File: src/rtl/jt6295_ch_fetch.sv
// Four-channel ADPCM nibble fetcher.
// Holds per-channel phrase pointers and walks them one nibble per sample
// period. Each byte is read once from ROM: its high nibble is sent on the
// even slot visit, and its buffered low nibble is sent on the next visit.
module jt6295_ch_fetch (
    input  logic        clk,
    input  logic        rst,
    input  logic        cen,
    input  logic [17:0] start_addr,
    input  logic [17:0] stop_addr,
    input  logic [3:0]  att,
    input  logic [3:0]  start,
    input  logic [3:0]  stop,
    output logic [3:0]  busy,
    output logic [17:0] rom_addr,
    output logic        rom_cs,
    input  logic [7:0]  rom_data,
    input  logic        rom_ok,
    output logic [1:0]  dout_ch,
    output logic [3:0]  dout_nib,
    output logic [3:0]  dout_att,
    output logic        dout_first,
    output logic        dout_valid
);

    localparam int unsigned NCH = 4;
    localparam int unsigned AW  = 18;
    localparam int unsigned PW  = AW + 1;

    localparam logic [1:0] ST_IDLE = 2'd0;
    localparam logic [1:0] ST_REQ  = 2'd1;
    localparam logic [1:0] ST_EMIT = 2'd2;

    logic [1:0]    state;
    logic [1:0]    state_nxt;
    logic [1:0]    slot;
    logic [1:0]    slot_inc;
    logic          req_armed;
    logic [3:0]    start_d;
    logic [3:0]    st_edge;

    logic [PW-1:0] ptr       [NCH];
    logic [AW-1:0] last_addr [NCH];
    logic [3:0]    ch_att    [NCH];
    logic [7:0]    nbuf      [NCH];
    logic [3:0]    first;

    logic          do_req;
    logic          do_emit;
    logic          emit_rom;
    logic [1:0]    emit_ch;
    logic [PW-1:0] emit_ptr;
    logic [7:0]    emit_byte;
    logic [3:0]    emit_nib;
    logic          emit_done;

    assign slot_inc = slot + 2'd1;
    // A start edge is dropped when stop is asserted on the same channel.
    assign st_edge  = start & ~start_d & ~stop;

    // Next-state logic: dispatch a slot on cen, wait for ROM, emit one nibble.
    always_comb begin
        state_nxt = state;
        do_req    = 1'b0;
        do_emit   = 1'b0;
        emit_rom  = 1'b0;
        emit_ch   = slot;
        case (state)
            ST_IDLE: begin
                if (cen && busy[slot_inc] && !stop[slot_inc]) begin
                    emit_ch = slot_inc;
                    if (ptr[slot_inc][0]) begin
                        state_nxt = ST_EMIT;
                        do_emit   = 1'b1;
                    end else begin
                        state_nxt = ST_REQ;
                        do_req    = 1'b1;
                    end
                end
            end
            ST_REQ: begin
                // A new cen abandons the slot; the pointer is left for a retry.
                if (cen || stop[slot] || !busy[slot]) begin
                    state_nxt = ST_IDLE;
                end else if (req_armed && rom_ok) begin
                    state_nxt = ST_EMIT;
                    do_emit   = 1'b1;
                    emit_rom  = 1'b1;
                end
            end
            default: state_nxt = ST_IDLE;
        endcase
    end

    // Nibble selection and end-of-phrase detection for the emitting channel.
    always_comb begin
        emit_ptr  = ptr[emit_ch];
        emit_byte = emit_rom ? rom_data : nbuf[emit_ch];
        emit_nib  = emit_ptr[0] ? emit_byte[3:0] : emit_byte[7:4];
        emit_done = emit_ptr[0] && (emit_ptr[PW-1:1] == last_addr[emit_ch]);
    end

    // State register, slot counter and start-edge history.
    always_ff @(posedge clk) begin
        if (rst) begin
            state     <= ST_IDLE;
            slot      <= 2'd0;
            req_armed <= 1'b0;
            start_d   <= 4'd0;
        end else begin
            state     <= state_nxt;
            if (cen) slot <= slot_inc;
            // rom_ok is only trusted after the first REQ cycle.
            req_armed <= (state == ST_REQ) && (state_nxt == ST_REQ);
            start_d   <= start;
        end
    end

    // ROM request port.
    always_ff @(posedge clk) begin
        if (rst) begin
            rom_cs   <= 1'b0;
            rom_addr <= 18'd0;
        end else begin
            rom_cs <= (state_nxt == ST_REQ);
            if (do_req) rom_addr <= ptr[slot_inc][PW-1:1];
        end
    end

    // Decoder-facing output; holds its last value between strobes.
    always_ff @(posedge clk) begin
        if (rst) begin
            dout_valid <= 1'b0;
            dout_ch    <= 2'd0;
            dout_nib   <= 4'd0;
            dout_att   <= 4'd0;
            dout_first <= 1'b0;
        end else begin
            dout_valid <= do_emit;
            if (do_emit) begin
                dout_ch    <= emit_ch;
                dout_nib   <= emit_nib;
                dout_att   <= ch_att[emit_ch];
                dout_first <= first[emit_ch];
            end
        end
    end

    // Per-channel phrase registers: stop beats start, start beats emit advance.
    always_ff @(posedge clk) begin
        if (rst) begin
            busy  <= 4'd0;
            first <= 4'd0;
            for (int i = 0; i < NCH; i++) begin
                ptr[i]       <= PW'(0);
                last_addr[i] <= AW'(0);
                ch_att[i]    <= 4'd0;
                nbuf[i]      <= 8'd0;
            end
        end else begin
            for (int i = 0; i < NCH; i++) begin
                if (do_emit && emit_rom && (emit_ch == 2'(i))) nbuf[i] <= rom_data;
                if (stop[i]) begin
                    busy[i] <= 1'b0;
                end else if (st_edge[i]) begin
                    ptr[i]       <= {start_addr, 1'b0};
                    last_addr[i] <= stop_addr;
                    ch_att[i]    <= att;
                    first[i]     <= 1'b1;
                    busy[i]      <= 1'b1;
                end else if (do_emit && (emit_ch == 2'(i))) begin
                    first[i] <= 1'b0;
                    if (emit_done) busy[i] <= 1'b0;
                    else           ptr[i]  <= ptr[i] + PW'(1);
                end
            end
        end
    end

endmodule

File: config.mk
export PLATFORM = sky130hd
export DESIGN_NAME = jt6295_ch_fetch
export DESIGN_NICKNAME = d
export VERILOG_FILES = /design/src/rtl/jt6295_ch_fetch.sv
export SDC_FILE = /design/constraint.sdc
export NUM_CORES = 1
export LEC_CHECK = 0
export CORE_MARGIN = 2
export CORE_UTILIZATION = 40
export CTS_BUF_LIST = sky130_fd_sc_hd__clkbuf_16
export DETAILED_ROUTE_END_ITERATION = 10
export PLACE_DENSITY = 0.67
export SLEW_MARGIN = 20
export SYNTH_ARGS = -nofsm -noshare
export SYNTH_HDL_FRONTEND = slang
export SYNTH_SLANG_ARGS = --single-unit
export TNS_END_PERCENT = 20
File: constraint.sdc
create_clock -name clk -period 5.4 [get_ports clk]
set_input_delay 0.81 -clock clk [delete_from_list [all_inputs] [get_ports clk]]
set_output_delay 0.81 -clock clk [all_outputs]
set_load 0.005 [all_outputs]
---- After elaboration in Yosys (flattened, before gate mapping) ----
Memory sizes are Yosys's and may differ from the RTL's. A register that Yosys moved wholly into a read port is not among the register bits.
Index checks and enable logic that the tools add are counted.
word-level totals
  register bits after elaboration ......... 44
  RAM bits ................................ 196
  bits of input ports ..................... 60
  output and inout bits ................... 35
  word-level logic and storage cells ...... 220
  memories ................................ 4
operators by class
  add/sub/neg operators ................... 5
  $lt $le $gt $ge ......................... 3
  equality and inequality tests ........... 6
  muxes and demuxes ....................... 116
  bitwise gates (word level) .............. 28
  reduce and logical (&&, ||, !) cells .... 40
memory list
  name       words  bits a word  rd ports  clocked after Yosys merged registers in  wr ports  RTL line  text
  ptr        4      19           6         0                                        4         42        logic [PW-1:0] ptr [NCH];
  last_addr  4      18           1         0                                        4         43        logic [AW-1:0] last_addr [NCH];
  nbuf       4      8            1         0                                        4         45        logic [7:0] nbuf [NCH];
  ch_att     4      4            1         1                                        4         44        logic [3:0] ch_att [NCH];
operators with widths
  cell                   count
  $mux 19                8
  $mux 1                 81
  $add 19x1->19 const B  4
  $mux 18                4
  $mux 8                 5
  $mux 4                 5
  $or 1x1->1             20
  $eq 18x18->1           1
  $reduce_and 2->1       8
  $reduce_bool 2->1      8
  $logic_and 1x1->1      14
  $mux 2                 6
  $bmux 1 s2             5
  $lt 2x3->1 const B     3
  $and 4x4->4            2
  $not 4->4              2
  $reduce_or 2->1        4
  $eq 2x1->1 const B     3
  $eq 2x2->1 const B     2
  $logic_not 2->1        2
  $not 1->1              4
  $pmux 2 s2             1
  $add 2x1->2 const B    1
  $logic_not 1->1        2
  2 further kinds        3

---- Depth between registers and ports, before layout ----
An unclocked memory read counts as a cell.
  depth after elaboration ................. 17
  mapped depth ............................ 16
  depth with buffers taken out ............ 9

---- Worst setup path before layout ----
OpenSTA, ideal clock, no wires.
  path type ............................... input to register
  start ................................... input port stop[3]
  end ..................................... memory ptr[3][0] in the netlist's numbering, enable pin
  setup time .............................. 0.399 ns
  arrival ................................. 3.812 ns
  data required time ...................... 5.001 ns
  path slack .............................. 1.189 ns
  cell stages on the path ................. 11
  buffers on the path ..................... 2
  cell sequence ........................... nand2b_1 > clkbuf_1 > mux4_2 > nor4b_2 > nand3_1 > nand2_1 > nand2_1 > nor2_1 > nand2_1 > buf_2 > o21bai_1
RTL lines
  what         RTL line  text
  from (decl)  13        input logic [3:0] stop,
  to (decl)    42

==> impl_metrics.csv <==
group,metric,value,unit
sta,rsz0062_at_grt,"false",
worst_hold_path,hold_class,"reg -> reg",
clock_tree,cts-resized-gates,0,
floorplanning,die_h,190,um
sta,fmax,216,MHz
synth,yosys_register_bits,244,
cells_and_area,finalNetCount,1494,
clock_tree,clkTransAtPathRegs,0.06,ns
worst_setup_path,cp.arrival,4.89,ns
placed_design,place_congestion,0.978,
worst_setup_path,critPathBufInv,4,
grt,antenna_found_initial,1,
clock_tree,clk_path_buf_depth,3,
grt,grt_pass1_vias,11300,
sta,fin_skew,0.0306,ns
sta,slew_viol_final,0,
run_status,status,"completed",
synth,yosysTopAreaCellShare,42.6,%
synth,syn_area_per_cell,10.2,um^2
synth,synth-edff-count,196,
clock_tree,holdBufCountCts,0,
cells_and_area,fin_util,47.3,%
worst_setup_path,path_max_fanout,48,
synth,synth.area.top_cells,"edfxtp_1 (43%), dfxtp_1 (7.0%), nand2_1 (5.5%)",
drt,antenna_left,0,
synth,synth-compound-area-share,14.8,%
synth,yosys_warnings,0,
clock_tree,clk_latency,0.57,ns
worst_setup_path,cpMaxStageDelayCell,"nor3b_4",
power_and_ir_drop,p_per_area,291,nW/um^2
clock_tree,cts.htree.levels,1,
synth,synthArstFlopShare,0,%
cells_and_area,stdcell_count,1906,
placed_design,port_buffers,94,
worst_setup_path,cp-start-kind,"input pin",
worst_setup_path,cp_top_family,"simple AND/OR/NAND/NOR gates",
drt,avgViaCountPerCell,6.08,
grt,gr-total-overflow,0,
synth,synth.most_common_cell,"nand2_1",
floorplanning,rows,68,
drt,dr.pass1.iters,5,
clock_tree,cts_buffers,27,
placed_design,dp_slack,0.266,ns
sta,hold_violations,0,
cells_and_area,syn_to_final_growth,17.5,%
clock_tree,clock-sinks,244,
synth,syn_nets,1419,
placed_design,place_inst,1856,
drt,vias,11600,
placed_design,place_hpwl,31.3,mm
run,maxCapViolCount,0,
cells_and_area,n_antenna_cell,0,
sta,setup_tns,0,ns
sta,layout_worst_path_cycle_share,85.6,%
worst_setup_path,crit_path_frequent_cell,"buf_4",
drt,wl_per_cell,23.1,um
floorplanning,io_pins,95,
drt,drtIter0Drc,1209,
floorplanning,initial_core_util,40.3,%
floorplanning,core_area,34300,um^2
synth,synth_xor_area_share,5.52,%
sta,worst_slack,0.780,ns
clock_tree,cts_tree,"done",
drt,postRouteWirelength,43.9,mm
synth,netlist_area,13800,um^2
grt,grt_pass1_wl,67.6,mm
floorplanning,die_width,190,um
clock_tree,root_buffer,"clkbuf_16",
synth,synthMuxAreaShare,4.02,%
synth,synth_common_cells,"nand2_1 (202), edfxtp_1 (196), and3_1 (116)",
sta,setup_viol,0,
clock_tree,cts_setup_buffers,0,
sta,tightest_slew,1.12,ns
grt,grt_max_degree,49,
synth,seq_area_frac_synth,49.6,%
drt,drc_errors,0,
synth,ys_types,72,
power_and_ir_drop,p_total,4710,uW
synth,synth-main-ff-cell,"edfxtp_1",
cells_and_area,layout-drive-gt1-share,11.7,%
worst_setup_path,crit_type,"in -> reg",
floorplanning,dieArea,36000,um^2
synth,yosys.area.top_type,"edfxtp_1",
sta,post-route-min-period,4.62,ns
synth,synthSimpleGateAreaFrac,22.0,%
power_and_ir_drop,max-vdd-ir-drop,229,uV
synth,synthAdderAreaFrac,0.362,%
sta,max_slew_margin,25.3,%
grt,grt_use_total,24.3,%
worst_setup_path,required,5.67,ns
worst_setup_path,endpoint_kind,"flop",
worst_setup_path,crit_path_cell_trace,"clkdlybuf4s50_1 -> nor3b_4 -> buf_4 -> buf_4 -> nand2_1 -> and4_1 -> nor4_1 -> xnor2_1 -> nand4_1 -> nor4_1 -> and3_2 -> buf_4 -> o21ai_0",
power_and_ir_drop,leakage,0.00592,uW
worst_setup_path,critical_path.max_stage_delay,0.62,ns
synth,netlist_instances,1355,
synth,synth_top_family_by_area,"simple AND/OR/NAND/NOR gates",
## layer usage
metal / global-route usage [%] / part of all wire, % / up-vias
met5: 0 / 0.025 / -
met1: 34.7 / 42 / 5567
met4: 8.35 / 3.1 / 2
met3: 5.22 / 11 / 92
met2: 36.7 / 44 / 691
li1: - / - / 5239
## tightest hold or removal path: stages (launching register included)
cell and delay [ns]:
dfxtp_1 0.30, nand2_1 0.05, a21oi_1 0.05
## where the power goes
group,total [uW],switching [uW],internal [uW]
Clock,1830,773,1060
Combinational,640,380,259
Sequential,2240,113,2130
Total,4710,1270,3450
## area by class of cell
| cell class | count | area, um^2 |
|---|---|---|
| clock buffers | 27 | 676 |
| well taps | 455 | 569 |
| repair buffers | 154 | 1400 |
| flip-flops and latches | 244 | 6850 |
| multi-input cells | 995 | 6490 |
| fillers | 3168 | 18100 |
| clock inverters | 23 | 203 |
| inverters | 8 | 30.0 |
## sequential cells by signal, indices dropped and copies added, names as in the netlist, 16 cells and up
register / count
nbuf: 32
ch_att: 16
rom_addr: 18
last_addr: 72
ptr: 76
## path summary, 6_finish.rpt
kind         slack, ns  depth (start not counted)                       end                     start
max               0.78                         13  ptr[2][16]$_SDFFCE_PN0P_                       cen
max reg2reg       1.09                         12  ptr[2][16]$_SDFFCE_PN0P_      slot[1]$_SDFFE_PP0P_
min               0.45                          2  rom_addr[1]$_SDFFE_PP0P_  rom_addr[1]$_SDFFE_PP0P_
min reg2reg       0.45                          2  rom_addr[1]$_SDFFE_PP0P_  rom_addr[1]$_SDFFE_PP0P_
## through the flow
step | instance area [um^2] | hold WS [ns]
floorplan | 13800 | 0.448
global placement | 15300 | 0.442
detailed placement | 15300 | 0.446
CTS | 16200 | 0.454
global route | 16200 | 0.467
finish | 16200 | 0.452
## cells by family after synthesis
| kind of cell | count (synthesis) |
|---|---|
| compound gates | 283 |
| simple gates | 591 |
| xor+xnor | 87 |
| mux | 30 |
| buf+inv | 116 |
| fa+ha+maj | 4 |
| flops | 244 |
## cell usage in the layout (no fill, tap or decap), types with 28 or more instances in the layout
cell	n
o21ai_0	40
and3_1	115
xor2_1	38
xnor2_1	49
clkdlybuf4s50_1	93
nand4_1	28
dfxtp_1	46
o31ai_1	31
buf_4	59
and2_1	40
o21ai_1	29
a21oi_1	42
nand2_1	202
nor2_1	58
nand3_1	59
edfxtp_1	196
(Power assumes the default switching activity.)
